[config.mk]
export PLATFORM = sky130hd
export DESIGN_NAME = parity_scanner
export DESIGN_NICKNAME = d
export VERILOG_FILES = /design/src/rtl/parity_scanner.sv
export SDC_FILE = /design/constraint.sdc
export NUM_CORES = 1
export LEC_CHECK = 0
export ABC_AREA = 0
export BUFFER_PORTS_ARGS = -buffer_cell sky130_fd_sc_hd__buf_2
export CAP_MARGIN = 20
export CORE_MARGIN = 4
export CORE_UTILIZATION = 54
export DETAILED_ROUTE_END_ITERATION = 7
export GPL_ROUTABILITY_DRIVEN = 0
export PLACE_DENSITY_LB_ADDON = 0.25
export SYNTH_ARGS = -nofsm -noshare
export SYNTH_HDL_FRONTEND = slang
export SYNTH_SLANG_ARGS = --single-unit
[constraint.sdc]
create_clock -name clk -period 2.1 [get_ports clk]
set_input_delay 0.525 -clock clk [delete_from_list [all_inputs] [get_ports clk]]
set_output_delay 0.525 -clock clk [all_outputs]
set_load 0.03 [all_outputs]
[src/rtl/parity_scanner.sv]
// Multi-bit-per-cycle parity engine: captures a word on start, counts its ones
// STEP bits per clock, then reports the ones count, parity and a parity-check result.
module parity_scanner #(
    parameter int DATA_WIDTH = 8,
    parameter int STEP       = 1,
    localparam int CNT_W     = $clog2(DATA_WIDTH + 1)
) (
    input  logic                  clk,
    input  logic                  rst,
    input  logic                  start,
    input  logic [DATA_WIDTH-1:0] data_in,
    input  logic                  odd_mode,
    input  logic                  parity_bit_in,
    output logic                  busy,
    output logic                  done,
    output logic [CNT_W-1:0]      one_count,
    output logic                  even_parity,
    output logic                  odd_parity,
    output logic                  parity_error
);

    localparam int N     = DATA_WIDTH / STEP;
    localparam int REM_W = (N > 1) ? $clog2(N + 1) : 1;

    generate
        if (DATA_WIDTH < 1 || STEP < 1 || (DATA_WIDTH % STEP) != 0) begin : g_bad_params
            $error("parity_scanner: STEP must be >= 1 and divide DATA_WIDTH (>= 1)");
        end
    endgenerate

    typedef enum logic [1:0] {
        IDLE = 2'd0,
        SCAN = 2'd1,
        DONE = 2'd2
    } state_t;

    state_t                  state_q, state_d;
    logic [DATA_WIDTH-1:0]   shift_q, shift_d;
    logic [CNT_W-1:0]        acc_q, acc_d;
    logic [REM_W-1:0]        rem_q, rem_d;
    logic                    mode_q, mode_d;
    logic                    pbit_q, pbit_d;
    logic                    busy_q, busy_d;
    logic                    done_q, done_d;
    logic [CNT_W-1:0]        count_q, count_d;
    logic                    even_q, even_d;
    logic                    odd_q, odd_d;
    logic                    perr_q, perr_d;
    logic [CNT_W-1:0]        acc_sum;

    function automatic logic [CNT_W-1:0] popcount(input logic [STEP-1:0] bits);
        logic [CNT_W-1:0] n;
        n = '0;
        for (int i = 0; i < STEP; i++) begin
            n = n + CNT_W'(bits[i]);
        end
        return n;
    endfunction

    // Running total including the slice consumed on this edge; on the last
    // SCAN edge this is the final count registered into the outputs.
    assign acc_sum = acc_q + popcount(shift_q[STEP-1:0]);

    always_comb begin
        state_d = state_q;
        shift_d = shift_q;
        acc_d   = acc_q;
        rem_d   = rem_q;
        mode_d  = mode_q;
        pbit_d  = pbit_q;
        busy_d  = busy_q;
        done_d  = 1'b0;
        count_d = count_q;
        even_d  = even_q;
        odd_d   = odd_q;
        perr_d  = perr_q;

        case (state_q)
            IDLE: begin
                busy_d = 1'b0;
                if (start) begin
                    shift_d = data_in;
                    mode_d  = odd_mode;
                    pbit_d  = parity_bit_in;
                    acc_d   = '0;
                    rem_d   = REM_W'(N);
                    busy_d  = 1'b1;
                    state_d = SCAN;
                end
            end
            SCAN: begin
                acc_d   = acc_sum;
                shift_d = shift_q >> STEP;
                rem_d   = rem_q - REM_W'(1);
                if (rem_q == REM_W'(1)) begin
                    state_d = DONE;
                    done_d  = 1'b1;
                    count_d = acc_sum;
                    even_d  = ~acc_sum[0];
                    odd_d   = acc_sum[0];
                    // Word ones + received bit must have the parity odd_mode selects.
                    perr_d  = acc_sum[0] ^ pbit_q ^ mode_q;
                end
            end
            DONE: begin
                busy_d  = 1'b0;
                state_d = IDLE;
            end
            default: begin
                busy_d  = 1'b0;
                state_d = IDLE;
            end
        endcase
    end

    always_ff @(posedge clk or posedge rst) begin
        if (rst) begin
            state_q <= IDLE;
            shift_q <= '0;
            acc_q   <= '0;
            rem_q   <= '0;
            mode_q  <= 1'b0;
            pbit_q  <= 1'b0;
            busy_q  <= 1'b0;
            done_q  <= 1'b0;
            count_q <= '0;
            even_q  <= 1'b0;
            odd_q   <= 1'b0;
            perr_q  <= 1'b0;
        end else begin
            state_q <= state_d;
            shift_q <= shift_d;
            acc_q   <= acc_d;
            rem_q   <= rem_d;
            mode_q  <= mode_d;
            pbit_q  <= pbit_d;
            busy_q  <= busy_d;
            done_q  <= done_d;
            count_q <= count_d;
            even_q  <= even_d;
            odd_q   <= odd_d;
            perr_q  <= perr_d;
        end
    end

    assign busy         = busy_q;
    assign done         = done_q;
    assign one_count    = count_q;
    assign even_parity  = even_q;
    assign odd_parity   = odd_q;
    assign parity_error = perr_q;

endmodule

==> results_dict.tcl <==
set metrics [dict create \
    wl_per_cell_um 14.96 \
    finalNonFillerCells 170 \
    layout.cell_area.non_filler_mm2 0.001530 \
    required_ns 2.34 \
    cts_buffers 3 \
    vias_per_cell 5.741 \
    root_buffer "clkbuf_4" \
    dpl_cell_area_mm2 0.001478 \
    startpoint_type "flop" \
    diodes 0 \
    dp.cells 166 \
    first_iter_violations 30 \
    track_usage_pct 16.64 \
    overflow 0 \
    initial_core_util_pct 59.15 \
    postSynthNetCount 137 \
    hold_path_class "input pin to asynchronous set/reset pin" \
    power_frac_comb_pct 43.1 \
    gr-usage-met2_pct 27.74 \
    drtAntennaViolNets 0 \
    ios 22 \
    async_reset_ff_share_pct 100.0 \
    powerDensity_mw_per_mm2 1547 \
    critPathArrivalTime_ns 1.87 \
    fin_nets 160 \
    grt_max_degree 29 \
    leakagePower_uw 0.0007429 \
    synth_top_area_share_pct 51.57 \
    yosysTopAreaCell "dfrtp_1" \
    status "finished, final reports clean" \
    cp_max_fo 5 \
    die-area_mm2 0.003383 \
    fp.dieW_um 58.16 \
    p_sw_uw 932.9 \
    fin_hold_ws_ns 0.2094 \
    layout-drive-gt1-share_pct 27.46 \
    path_clk_slew_ns 0.15 \
    clkLatencyLatePin_ns 0.33 \
    worst-setup-path-type "flop to flop" \
    setup_violations 0 \
    drc 0 \
    synth.avg_cell_area_um2 11.32 \
    slew_headroom_pct 62.50 \
    io_buffers 21 \
    cts_setup_buffers 0 \
    dr.pass1.iters 4 \
    global_route.usage.met1_pct 21.84 \
    hold_viol 0 \
    synth-seq-area-share_pct 51.57 \
    antenna_found_initial 0 \
    fillers 188 \
    clock_path_buffers 2 \
    yosysWarnings 0 \
    synth.area.top_cells "dfrtp_1 52%, a21oi_1 4.8%, nor2b_1 4.6%" \
    rsz0062_at_grt "no" \
    htreeDepth 1 \
    grt_pass1_wl_mm 4.326 \
    die_h_um 58.16 \
    yosysUniqueCellTypes 30 \
    wl_mm 2.543 \
    swShare_pct 39.42 \
    tns_ns 0 \
    grt-busiest-layer "met2" \
    p_int_uw 1434 \
    worst_pin_slew_ns 0.5625 \
    fin_skew_ns 0.01416 \
    ys.flop_type "dfrtp_1" \
    synth_seq_cells 28 \
    seq_power_share_pct 42.1 \
    core.rowCount 17 \
    cts_resized 0 \
    cts_tree "yes" \
    dr_total_vias 976 \
    crit_path_top_delay_cell "dfrtp_1" \
    fin_crit_sh_pct 77.59 \
    detailed_place_hpwl_mm 1.821 \
    end_kind "flop" \
    first_global_vias 953 \
    critPathMaxStageDelay_ns 0.43 \
    cts_sinks 28 \
    cts_hold_buf 0 \
    ir_drop_v 0.001132 \
    maxSlewViolCount 0 \
    synthCells 120 \
    syn_area_mm2 0.001359 \
    area_delta_synth_final_pct 12.62 \
    crit_chain "inv_1, ha_1, nor3b_2, nand2_2, inv_2, mux2_1" \
    p_clk_share_pct 14.7 \
    core_area_mm2 0.002297 \
    final.min_clock_period_ns 1.629 \
    fmax_mhz 613.7 \
    synth_edf_count 0 \
    drv_cap 0 \
    groute.layer.met3.usage_pct 2.004 \
]
==> cells in the final DEF, fill, tap and decap left out, drive strengths merged <==
cell	Yosys	final
clkbuf	1	3
mux2	8	8
dfrtp	28	28
mux2i	1	1
nand3	2	2
inv	5	5
a311oi	1	1
nor3	1	1
a22o	4	4
xnor2	4	4
nor2b	12	12
nand2	5	5
o21bai	1	1
o21ai	10	10
nor2	3	3
nand2b	1	1
buf	6	25
ha	4	4
o311ai	1	1
nor3b	2	2
bufinv	0	1
a21oi	13	13
a22oi	7	7
==> registers in the layout, summed over array words and instances, names as in the netlist, 2 cells and up <==
register   flops
acc_q          4
one_count      4
rem_q          4
shift_q        8
state_q        2
==> final timing paths <==
path | startpoint | to | slack (ns) | depth (start not counted)
worst max-delay path | rem_q[1] | one_count[3] | 0.47 | 6
worst min-delay path | rst | parity_error | 0.21 | 3
worst max register to register | rem_q[1] | one_count[3] | 0.47 | 6
worst min register to register | one_count[3] | one_count[3] | 0.50 | 1
max in group asynchronous | rst | shift_q[3] | 1.61 | 3
min in group clk | odd_mode | mode_q | 0.42 | 2
==> layout make-up <==
cell class	count	area, um^2	area share (%)
well taps	28	35.03	2.289
repair buffers	25	135.1	8.831
multi-input cells	80	588.1	38.43
clock inverters	1	30.03	1.962
flip-flops and latches	28	700.7	45.79
inverters	5	18.77	1.226
clock buffers	3	22.52	1.472
==> critical path, delay by kind of cell (launching register included) <==
| kind | cells | cell delay, ns |
|---|---|---|
| multiplexers | 1 | 0.32 |
| buffers and inverters | 2 | 0.21 |
| AND/OR/NAND/NOR | 2 | 0.44 |
| adder cells (fa/ha/maj) | 1 | 0.13 |
| flip-flops | 1 | 0.43 |
==> through the flow <==
stage	utilization, %	power (uW)	worst slack (ns)
6_report	66.61	2367	0.4705
2_1_floorplan	-	1777	0.6559
3_5_place_dp	64.32	2035	0.4773
3_3_place_gp	64.32	1984	0.5663
4_1_cts	66.61	2388	0.4581
5_1_grt	66.61	2551	0.3482
==> cells by family (layout without fill, tap and decap cells) <==
logic type	after synthesis	count (layout)	synth area share, %
fa+ha+maj	4	4	3.683
flops	28	28	51.57
xor+xnor	4	4	2.578
mux	9	9	7.919
simple gates	26	26	12.06
compound gates	37	37	17.03
buf+inv	12	34	5.155
==> layer usage <==
layer,vias to the layer above,part of all wire [%]
met5,-,0
met4,0,1.2
met3,3,4.4
met2,34,49
met1,475,46
li1,464,-
==> cells in the mapped netlist, types with 2 or more instances <==
cell,number
mux2_2,2
buf_2,2
mux2_1,4
nor2b_4,2
a21oi_1,13
nand2_1,4
nand3_1,2
inv_1,4
nor2_1,3
a22o_1,4
o21ai_0,10
ha_1,4
nor2b_1,10
buf_6,2
a22oi_1,7
buf_4,2
xnor2_1,4
dfrtp_1,28
mux2_4,2
==> power groups by stage <==
stage	Clock (uW)	Combinational [uW]	Sequential [uW]
after floorplan	0	715	1060
after global placement	0	994	990
after detailed placement	0	1030	1010
after CTS	358	1040	995
after global routing	384	1130	1030
final	349	1020	997
No activity file was read; power rests on OpenSTA's default activity.
